File: src/rtl/udp_app_tx_pkt_arb.sv
// rtl/udp_app_tx_pkt_arb.sv - packet-granular round-robin arbiter for the shared UDP TX header+data stream
module udp_app_tx_pkt_arb #(
   parameter int NUM_SRC   = 2,
   parameter int SRC_W     = $clog2(NUM_SRC),
   parameter int MAX_BEATS = 64,
   parameter int CNT_W     = 32
) (
   input  logic               clk,
   input  logic               rst,
   input  logic [NUM_SRC-1:0] src_arb_hdr_val,
   output logic [NUM_SRC-1:0] arb_src_hdr_rdy,
   input  logic [NUM_SRC-1:0] src_arb_data_val,
   input  logic [NUM_SRC-1:0] src_arb_data_last,
   output logic [NUM_SRC-1:0] arb_src_data_rdy,
   output logic               arb_dst_hdr_val,
   input  logic               dst_arb_hdr_rdy,
   output logic               arb_dst_data_val,
   output logic               arb_dst_data_last,
   input  logic               dst_arb_data_rdy,
   output logic [SRC_W-1:0]   ctrl_datap_sel,
   output logic               ctrl_err_oversize,
   output logic [CNT_W-1:0]   ctrl_pkt_cnt
);

   // beat counter must be able to hold MAX_BEATS itself so saturation is exact
   localparam int BEAT_W = $clog2(MAX_BEATS + 1);

   typedef enum logic [1:0] {
      S_IDLE = 2'd0,
      S_HDR  = 2'd1,
      S_DATA = 2'd2
   } state_t;

   state_t             state_q, state_d;
   logic [SRC_W-1:0]   rr_ptr_q, rr_ptr_d;
   logic [SRC_W-1:0]   sel_q, sel_d;
   logic [BEAT_W-1:0]  beat_cnt_q, beat_cnt_d;
   logic [CNT_W-1:0]   pkt_cnt_q, pkt_cnt_d;
   logic               err_q, err_d;

   logic               pick_found;
   logic [SRC_W-1:0]   pick_idx;
   logic [SRC_W-1:0]   cand;

   // round-robin search: first requesting source at rr_ptr, rr_ptr+1, ... wrapping
   always_comb begin
      pick_found = 1'b0;
      pick_idx   = rr_ptr_q;
      cand       = '0;
      // walk from farthest to nearest so the nearest requester is the last one written
      for (int i = NUM_SRC - 1; i >= 0; i--) begin
         cand = SRC_W'((int'(rr_ptr_q) + i) % NUM_SRC);
         if (src_arb_hdr_val[cand]) begin
            pick_found = 1'b1;
            pick_idx   = cand;
         end
      end
   end

   // next-state and valid/ready steering; all handshake outputs are gated by state
   always_comb begin
      state_d           = state_q;
      rr_ptr_d          = rr_ptr_q;
      sel_d             = sel_q;
      beat_cnt_d        = beat_cnt_q;
      pkt_cnt_d         = pkt_cnt_q;
      err_d             = err_q;
      arb_src_hdr_rdy   = '0;
      arb_src_data_rdy  = '0;
      arb_dst_hdr_val   = 1'b0;
      arb_dst_data_val  = 1'b0;
      arb_dst_data_last = 1'b0;

      case (state_q)
         S_IDLE: begin
            // arbitration bubble: the winner is only registered here, accepted next cycle
            if (pick_found) begin
               sel_d   = pick_idx;
               state_d = S_HDR;
            end
         end
         S_HDR: begin
            arb_dst_hdr_val        = src_arb_hdr_val[sel_q];
            arb_src_hdr_rdy[sel_q] = dst_arb_hdr_rdy;
            if (src_arb_hdr_val[sel_q] && dst_arb_hdr_rdy) begin
               state_d    = S_DATA;
               beat_cnt_d = '0;
            end
         end
         S_DATA: begin
            arb_dst_data_val        = src_arb_data_val[sel_q];
            arb_dst_data_last       = src_arb_data_last[sel_q];
            arb_src_data_rdy[sel_q] = dst_arb_data_rdy;
            if (src_arb_data_val[sel_q] && dst_arb_data_rdy) begin
               if (beat_cnt_q != BEAT_W'(MAX_BEATS)) begin
                  beat_cnt_d = beat_cnt_q + BEAT_W'(1);
               end
               if (src_arb_data_last[sel_q]) begin
                  pkt_cnt_d = pkt_cnt_q + CNT_W'(1);
                  rr_ptr_d  = (int'(sel_q) == NUM_SRC - 1) ? '0 : sel_q + SRC_W'(1);
                  state_d   = S_IDLE;
               end else if (beat_cnt_q == BEAT_W'(MAX_BEATS - 1)) begin
                  // packet keeps flowing; only the sticky flag records the overrun
                  err_d = 1'b1;
               end
            end
         end
         default: state_d = S_IDLE;
      endcase
   end

   // state and bookkeeping registers
   always_ff @(posedge clk or negedge rst) begin
      if (!rst) begin
         state_q    <= S_IDLE;
         rr_ptr_q   <= '0;
         sel_q      <= '0;
         beat_cnt_q <= '0;
         pkt_cnt_q  <= '0;
         err_q      <= 1'b0;
      end else begin
         state_q    <= state_d;
         rr_ptr_q   <= rr_ptr_d;
         sel_q      <= sel_d;
         beat_cnt_q <= beat_cnt_d;
         pkt_cnt_q  <= pkt_cnt_d;
         err_q      <= err_d;
      end
   end

   assign ctrl_datap_sel    = sel_q;
   assign ctrl_err_oversize = err_q;
   assign ctrl_pkt_cnt      = pkt_cnt_q;

endmodule

File: config.mk
export PLATFORM = sky130hd
export DESIGN_NAME = udp_app_tx_pkt_arb
export DESIGN_NICKNAME = d
export VERILOG_FILES = /design/src/rtl/udp_app_tx_pkt_arb.sv
export SDC_FILE = /design/constraint.sdc
export NUM_CORES = 1
export LEC_CHECK = 0
export BUFFER_PORTS_ARGS = -buffer_cell sky130_fd_sc_hd__buf_2
export CORE_MARGIN = 1
export CORE_UTILIZATION = 48
export DETAILED_ROUTE_END_ITERATION = 10
export PLACE_DENSITY = 0.77
export SYNTH_ARGS = -nofsm -noshare
export SYNTH_HDL_FRONTEND = slang
export SYNTH_SLANG_ARGS = --single-unit
File: constraint.sdc
create_clock -name clk -period 1.9 [get_ports clk]
set_input_delay 0.19 -clock clk [delete_from_list [all_inputs] [get_ports clk]]
set_output_delay 0.19 -clock clk [all_outputs]
set_load 0.02 [all_outputs]
-- Word level (Yosys, flattened, before mapping)
Index checks and enable logic that the tools add are counted.
- register bits after elaboration: 44
- latch bits: 0
- bits in writable memories: 0
- memory bits (read-only): 0
- input bits: 10
- output and inout port bits: 41
- logic and storage cells: 67
- memories kept: 0
- $add $sub $neg: 4
- multiply operators: 0
- divide/modulo/power cells: 0
- order comparisons: 4
- equality and inequality tests: 9
- shift operators: 0
- multiplexer cells: 31
- bitwise operators: 3
- reductions and logical operators: 10
- operators by type and width (operator ; count):
    32-bit by 1-bit adder with 32-bit output (second input constant) ; 1
    7-bit 2-to-1 mux ; 3
    1-bit 2-to-1 mux ; 19
    7-bit case mux with 2 select lines ; 1
    2-bit 2-to-1 mux ; 6
    4-bit AND reduction ; 3
    2-bit != test (second input constant) ; 5
    7-bit by 1-bit adder with 7-bit output (second input constant) ; 1
    7-bit by 6-bit == test with 1-bit output (second input constant) ; 1
    7-bit != test (second input constant) ; 1
    1-bit by 2-bit less-than comparator with 1-bit output (second input constant) ; 3
    2-bit case mux with 3 select lines ; 1
    2-bit AND ; 2
    1-bit logical AND ; 3
    3-bit AND reduction ; 1
    1-bit adder (second input constant) ; 2
    2-bit by 1-bit == test with 1-bit output (second input constant) ; 1
    2-bit == test (second input constant) ; 1
    2-bit logical NOT ; 1
    2-bit AND reduction ; 1
    2-bit nonzero test ; 1
    1-bit demux with 1-bit select ; 1
    1-bit >= comparator (second input constant) ; 1
    1-bit inverter ; 1

-- Longest topological paths before layout
Gate-level depths: netlist (run 1).
- depth in word-level cells: 7
- gate-level depth with buffers: 7
- depth with buffers taken out: 6

-- Worst setup path after synthesis (run 1)
Ideal clock, no wire load.
- path type: reg2reg
- start point: register sel_q, in the netlist ctrl_datap_sel
- end point: register pkt_cnt_q[27], in the netlist ctrl_pkt_cnt[27]
- setup time: 0.131 ns
- arrival time: 1.729 ns
- required time: 1.769 ns
- setup slack: 0.040 ns
- stages on the path, launching flop included: 7
- buffers on the path: 2
- period minus slack after synthesis: 1.860 ns
- cells stage by stage: dfrtp_1 > buf_6 > mux2i_2 > nor4_2 > buf_4 > nand4_1 > xnor2_1
- longest elaborated chain between the ends: 4
- elaborated cells between the ends (all ways): 6
- classes of those cells: mux: 4; reduce/logical: 2
- RTL lines (what ; RTL line ; RTL):
    start: declaration ; 36 ; logic [SRC_W-1:0] sel_q, sel_d;
    start signal: assignment ; 124 ; sel_q <= sel_d;
    1-bit 2-to-1 mux (implied by the code) (2 in a row) ; 94 ; if (src_arb_data_val[sel_q] && dst_arb_data_rdy) begin
    1-bit logical AND ; 94 ;
    3-bit AND reduction (no source line) * ; n/a ;
    end signal: assignment ; 126 ; pkt_cnt_q <= pkt_cnt_d;
    end: declaration ; 38 ; logic [CNT_W-1:0] pkt_cnt_q, pkt_cnt_d;
Every way passes the cells marked *; elsewhere a longest branch is shown, timed or not. The select of a mux whose other input is x is not followed.
A chain may end at the register's enable or synchronous reset.

-- Worst setup path in the final report (run 1)
- start point: register sel_q, in the netlist ctrl_datap_sel
- end point: output port arb_dst_data_val
- longest elaborated chain between the ends: 3
- RTL lines (what ; RTL line ; RTL):
    1-bit 2-to-1 mux (implied by the code) (2 in a row) ; 91 ; arb_dst_data_val = src_arb_data_val[sel_q];
    1-bit 2-to-1 mux ; 74 ; case (state_q)
    end: declaration ; 17 ; output logic arb_dst_data_val,
No other way between the ends. The select of a mux whose other input is x is not followed.

==> run metrics, run 1 <==
Die Wd 70.7 um; Top delay family on crit path multiplexers; GRT busiest layer met2; Filler cells 380; largest net degree at the start of global routing 45; fin crit period ~1.8 ns; Core ar. about 4400 um^2; FMAX about 0.55 GHz; Worst slew margin ~63%; area grow syn2layout 24.2%; htree depth 2; gr usage total between 10% and 20%; Avg Cell Area, Syn between 10 and 15 um^2; initial antenna violation count 0; Vias 1,836; CP Class flop to primary output; Syn. warnings 0; sum of negative setup slack 0 ns; skew final roughly 0.0078 ns; DRT Pass-1 Iters 7; CTS tree done; Final setup viols 0; pin slew with the least headroom to its limit approximately 0.55 ns; Max-Cap Viols 0; CTS sink count 44; GR Layer Usage met2 between 30% and 40%; first-pass GRT wire length 7640 um; violated checks design-rule violations; row cnt 24; cts bufs inserted 5; post-synthesis sequential area ratio 48.6%; Leak between 0.001 and 0.0015 uW; vias in the first global route between 1,500 and 2,000; status finished, violations left; Antenna diodes 0; Die Y just over 70 um; final max-slew violation count 0; Skew-Pair Late Insertion Delay ~0.30 ns; die area around 5000 um^2; multi-input logic area approximately 1100 um^2; Area after DPL between 2000 and 3000 um^2; initial cell density of the core between 50% and 60%; fin area 2810 um^2; Max Fanout on Critical Path 7; most frequent cells in the layout 50 x buf_2, 44 x dfrtp_1, 23 x xnor2_1, 17 x buf_4, 16 x nand4_1; commonest non-fill, non-tap cell in the layout buf_2; met3 usage approximately 3.4%; WL/cell ~14 um; Yosys cell types between 40 and 50; period utilization 94.9%; Nets between 200 and 300; HPWL Detailed 3310 um; cell area after synthesis approximately 2300 um^2; P per Cell Area 862 nW/um^2; Setup Fix Bufs, Post-CTS 0; FFs w/ async S/R, synth 100%; Hold Crit Class input pin to flop; Crit path required time between 1.5 and 2 ns; #FFs+latches synth 44; FF/Latch Area around 1100 um^2; I/O Buffers 50; Buf+Inv Stages, Crit Path 2; clock root cell clkbuf_8; gpl congestion ~0.81; R2R Setup Slk roughly 0.12 ns; endpoint class of the critical path primary output; Mapped Cells 205; post-route ant nets 0; ys flop type dfrtp_1; total gr overflow 0; clk buf depth 2; final hold viol count 0; 1st-iter DRT viols 110; Post-synth EDFFs 0; CTS clk-pin slew, worst paths 0.08 ns; Max rail drop VDD between 0.8 and 0.9 mV; DRC 14; post-synth net total roughly 220; Crit-path slowest cell mux2i_2; RSZ-0062 raised after global routing false; worst path cell trace mux2i_2, buf_4, nor2_1, buf_2; Ports just over 50; critical path startpoint category flop; Hold WS slightly above 0.1 ns; CP Data Arrival Time 1.61 ns; Finished Core Util between 60% and 70%; critical path's largest stage delay between 0.4 and 0.5 ns; Post-Route WL between 4000 and 5000 um; share of cells above drive strength 1 roughly a third; M1 GR Usage around a quarter; drt via density about 5.6
## synth_stat cells, types with 3 or more instances
master,n,area (um^2)
dfrtp_1,44,1100
xnor2_1,23,201
nand4_1,16,100
nand3_1,15,75.1
and3_1,10,62.6
inv_1,8,30.0
nand2_1,8,30.0
xor2_1,8,70.1
nor2_1,7,26.3
nor3_1,6,30.0
and4_1,5,43.8
nor4_2,4,50.1
a21oi_1,3,15.0
and2_1,3,18.8
buf_2,3,15.0
ha_1,3,37.5
mux2_2,3,33.8
o21ai_0,3,15.0
## layout make-up
cell class / count / area share (%)
clock buffers: 6 / 2.94
well taps: 52 / 2.31
flip-flops and latches: 44 / 39.2
repair buffers: 68 / 13.8
multi-input cells: 148 / 39.3
clock inverters: 2 / 1.38
inverters: 8 / 1.07
## where the power goes
group | leakage [uW] | internal (uW) | switching (uW)
Combinational | 0.000758 | 272 | 335
Clock | 0.0000614 | 430 | 326
Sequential | 0.000602 | 1000 | 61.5
Total | 0.00142 | 1700 | 722
## timing repair
item / 4_1_cts / 5_1_grt
resized for setup: 0 / 3
hold endpoints to repair: 44 / 0
hold buffers: 1 / 0
endpoints found under the setup margin: 0 / 1
## path summary, 6_finish.rpt
check / start / endpoint / depth (start not counted)
setup / recovery: ctrl_datap_sel$_DFFE_PN0P_ / arb_dst_data_val / 4
hold / removal: src_arb_hdr_val[0] / ctrl_datap_sel$_DFFE_PN0P_ / 2
setup reg to reg: ctrl_datap_sel$_DFFE_PN0P_ / beat_cnt_q[4]$_DFFE_PN0P_ / 4
hold reg to reg: ctrl_err_oversize$_DFFE_PN0P_ / ctrl_err_oversize$_DFFE_PN0P_ / 1
max in group asynchronous: rst / ctrl_pkt_cnt[11]$_DFFE_PN0P_ / 3
min in group asynchronous: rst / ctrl_pkt_cnt[6]$_DFFE_PN0P_ / 3
## registers in the layout, indices dropped and copies added (netlist names)
| signal | flops |
|---|---|
| beat_cnt_q | 7 |
| ctrl_datap_sel | 1 |
| ctrl_err_oversize | 1 |
| ctrl_pkt_cnt | 32 |
| rr_ptr_q | 1 |
| state_q | 2 |
## metrics by stage
stage | cells | setup slack (ns) | total power, uW
2_1_floorplan | 205 | 0.0398 | 1480
3_3_place_gp | 319 | 0.112 | 1670
3_5_place_dp | 319 | 0.0749 | 1680
4_1_cts | 328 | 0.0645 | 2440
5_1_grt | 328 | 0.0107 | 2540
6_report | 328 | 0.0978 | 2420
## per-layer routing
layer	vias up	routed length [um]
li1	896	-
met3	7	226
met4	0	61
met1	874	2100
met2	59	2240
met5	-	0
## kinds of logic (layout without fill, tap and decap cells)
kind of cell,Yosys count,in the layout,share of synthesized area [%]
and+or+nand+nor,90,90,26.0
DFF,44,44,48.6
xor gates and xnor gates,31,31,12.0
AOI/OAI and AO/OA,17,17,5.31
buffers and inverters,13,84,2.82
muxes,7,7,3.59
adders and majority gates,3,3,1.66
(Power assumes the default switching activity.)
==> run 2: changes to the inputs <==
--- a/config.mk
+++ b/config.mk
@@ -5,11 +5,13 @@
 export SDC_FILE = /design/constraint.sdc
 export NUM_CORES = 1
 export LEC_CHECK = 0
+export ABC_AREA = 1
+export ABC_CLOCK_PERIOD_IN_PS = 1900
 export BUFFER_PORTS_ARGS = -buffer_cell sky130_fd_sc_hd__buf_2
 export CORE_MARGIN = 1
-export CORE_UTILIZATION = 48
+export CORE_UTILIZATION = 51
 export DETAILED_ROUTE_END_ITERATION = 10
-export PLACE_DENSITY = 0.77
+export PLACE_DENSITY = 0.79
 export SYNTH_ARGS = -nofsm -noshare
 export SYNTH_HDL_FRONTEND = slang
 export SYNTH_SLANG_ARGS = --single-unit
==> run 2 against run 1 <==
Net effect: the run now ends clean; global-route usage is 4.4 points higher; combinational power grew 16%; synthesized cell count increased by 89%; flip-flop and latch count unchanged; utilization decreased by 0.28 points; total power increased by 5.5%; clock skew fell by 0.00055 ns; critical path depth rose by 4; maximum frequency rose by 11%; register-to-register slack better by 0.15 ns; critical path type is now flop to flop.
==> run metrics, run 2 <==
vias in the first global route 2,519; FMAX around 0.6 GHz; CP Data Arrival Time between 1.5 and 2 ns; skew final approximately 0.0072 ns; internal power between 1500 and 2000 uW; htree depth 2; dpl cells 508; stages on the worst setup path 8; P per Cell Area between 700 and 800 nW/um^2; Leak ~0.0017 uW; Core ar. 5200 um^2; Area contributors post-synth dfrtp_1 39%, nand2_1 17%, inv_1 6.5%, nor2_1 6.0%, nand3_1 4.3%; Antenna diodes 0; DRT Pass-1 Iters 5; clock root cell clkbuf_8; Reg power frac about 44%; Max Fanout on Critical Path 5; Ports 51; Final setup viols 0; number of cells on the worst reg-to-reg path 8; CTS clk-pin slew, worst paths ~0.09 ns; Nets 459; post-route ant nets 0; gr usage total 23.8%; Setup Fix Bufs, Post-CTS 0; Post-Route WL around 6300 um; share of cells above drive strength 1 22.6%; post-synth net total 400; FFs w/ async S/R, synth 100%; Pwr Total around 2600 uW; cts bufs inserted 5; Avg Cell Area, Syn approximately 7.3 um^2; post-synthesis sequential area ratio 39.0%; Yosys cell types 34; Max-Cap Viols 0; Vias 2,599; DRC 0; 1st-iter DRT viols 172; most frequent cells in the layout 125 x nand2_1, 50 x buf_2, 49 x inv_1, 45 x nor2_1, 43 x dfrtp_1; Buf+Inv Stages, Crit Path 1; CP Class flop to flop; area grow syn2layout 16.0%; Die Wd between 70 and 80 um; Crit-path slowest cell dfrtp_1; commonest non-fill, non-tap cell in the layout nand2_1; initial antenna violation count 0; Post-synth EDFFs 0; Max rail drop VDD roughly 0.45 mV; worst path cell trace ha_1, inv_1, nor2_2, nand2_2, nor2_1, nand2_2, o21ai_0, nand2_1; Sw Ratio 36.2%; post-synth top area cell dfrtp_1; CP endpoint ctrl_pkt_cnt[22]$_DFFE_PN0P_; RR Endpoint ctrl_pkt_cnt[22]$_DFFE_PN0P_; first-pass GRT wire length roughly 11,000 um; critical path startpoint category flop; Mapped Cells ~390; Clock power frac between 20 and 30%; gpl congestion 0.895; Top delay family on crit path simple AND/OR/NAND/NOR gates; Yosys top cell area share about 40%; drt via density between 5 and 6; Hold Crit Class input pin to flop; critical path's largest stage delay approximately 0.46 ns; status finished clean; row cnt 26; largest net degree at the start of global routing 45; Syn. warnings 0; sum of negative setup slack 0 ns; top-count cell post-synth nand2_1; RSZ-0062 raised after global routing false; HPWL Detailed around 4700 um; CTS tree done; initial cell density of the core a little over half; Switch Pwr roughly 930 uW; Skew-Pair Late Insertion Delay 0.30 ns; leading post-synthesis cells by instance count 125 x nand2_1, 49 x inv_1, 45 x nor2_1, 44 x dfrtp_1, 24 x nand3_1; total gr overflow 0; Top cell by count, worst path nand2_2; R2R Setup Slk approximately 0.27 ns; Reg-to-Reg Start ctrl_pkt_cnt[0]$_DFFE_PN0P_; Final Instance Count excl. Fillers slightly above 500; Crit path required time 2.09 ns; clk buf depth 2; period utilization a little under nine tenths; cell area after synthesis 2830 um^2; #FFs+latches synth 44; final max-slew violation count 0; Die Y approximately 76 um; Worst slew margin roughly 63%; ys flop type dfrtp_1; final hold viol count 0; die area just under 6000 um^2; CTS sink count 44; max reg flops 32; endpoint class of the critical path flop; I/O Buffers 50; Critical Path Start ctrl_pkt_cnt[0]$_DFFE_PN0P_; fin crit period about 1.6 ns; Combinational Power Share ~28%; WL/cell about 12 um; pin slew with the least headroom to its limit 0.559 ns
-- run 2: cell types whose count changed after synthesis, sizes merged, moves of 10 or more --
cell   delta
and3     -10
nand3    +14
nor2     +51
nand2   +132
inv      +43
xnor2    -12
-- run 2: cell type report --
class / count / area [um^2]
clock buffers: 6 / 72.6
clock inverters: 2 / 35.0
fillers: 454 / 1930
inverters: 52 / 200
multi-input cells: 286 / 1480
flip-flops and latches: 44 / 1100
well taps: 70 / 87.6
repair buffers: 57 / 305
-- run 2: power groups by stage --
stage | registers (uW) | clock network (uW) | logic, uW
2_1_floorplan | 1140 | 0 | 510
3_3_place_gp | 1130 | 0 | 686
3_5_place_dp | 1140 | 0 | 704
4_1_cts | 1120 | 747 | 706
5_1_grt | 1140 | 780 | 809
6_report | 1120 | 728 | 704
-- run 2: through the flow --
| step | utilization, % | hold WS, ns | area (um^2) | setup slack [ns] |
|---|---|---|---|---|
| finish | 63.0 | 0.167 | 3280 | 0.272 |
| global route | 63.0 | 0.183 | 3280 | 0.117 |
| CTS | 63.0 | 0.165 | 3280 | 0.202 |
| detailed placement | 60.7 | 0.305 | 3160 | 0.207 |
| global placement | 60.7 | 0.303 | 3160 | 0.265 |
| floorplan | - | -0.106 | 2830 | 0.361 |
-- run 2: timing repair --
action,4_1_cts,5_1_grt
hold endpoints to repair,44,0
setup endpoints to repair,0,1
resized for setup,0,1
hold buffers,1,0
-- run 2: cells by family (layout without fill, tap and decap cells) --
family / count (synthesis) / after routing / share of synthesized area [%]
compound gates: 14 / 14 / 2.88
xor+xnor: 15 / 15 / 4.65
fa+ha+maj: 3 / 3 / 1.33
buf+inv: 57 / 117 / 8.81
flops: 44 / 44 / 39.0
simple gates: 254 / 254 / 43.4
-- run 2: worst min path at each step --
stage / depth (start not counted) / startpoint / end / slack, ns
4_1_cts: 3 / src_arb_hdr_val[1] / ctrl_datap_sel$_DFFE_PN0P_ / 0.16
3_5_place_dp: 2 / rst / ctrl_pkt_cnt[3]$_DFFE_PN0P_ / 0.30
3_3_place_gp: 2 / rst / ctrl_pkt_cnt[2]$_DFFE_PN0P_ / 0.30
6_report: 3 / src_arb_hdr_val[1] / ctrl_datap_sel$_DFFE_PN0P_ / 0.17
5_1_grt: 3 / src_arb_hdr_val[1] / ctrl_datap_sel$_DFFE_PN0P_ / 0.18
2_1_floorplan: 0 / rst / beat_cnt_q[0]$_DFFE_PN0P_ / -0.11
-- run 2: worst register-to-register path, stage by stage (launching register included) --
cell and delay (ns):
dfrtp_1 0.46, ha_1 0.22, inv_1 0.06, nor2_2 0.16, nand2_2 0.09, nor2_1 0.17, nand2_2 0.11, o21ai_0 0.18
nand2_1 0.07
-- run 2: per-layer routing --
layer | track usage (%) | share of wire, % | up-vias
met2 | 39.8 | 48 | 59
met5 | 0 | 0 | -
met1 | 30.7 | 46 | 1213
met4 | 8.65 | 1.3 | 0
met3 | 4.43 | 4.3 | 11
li1 | - | - | 1316
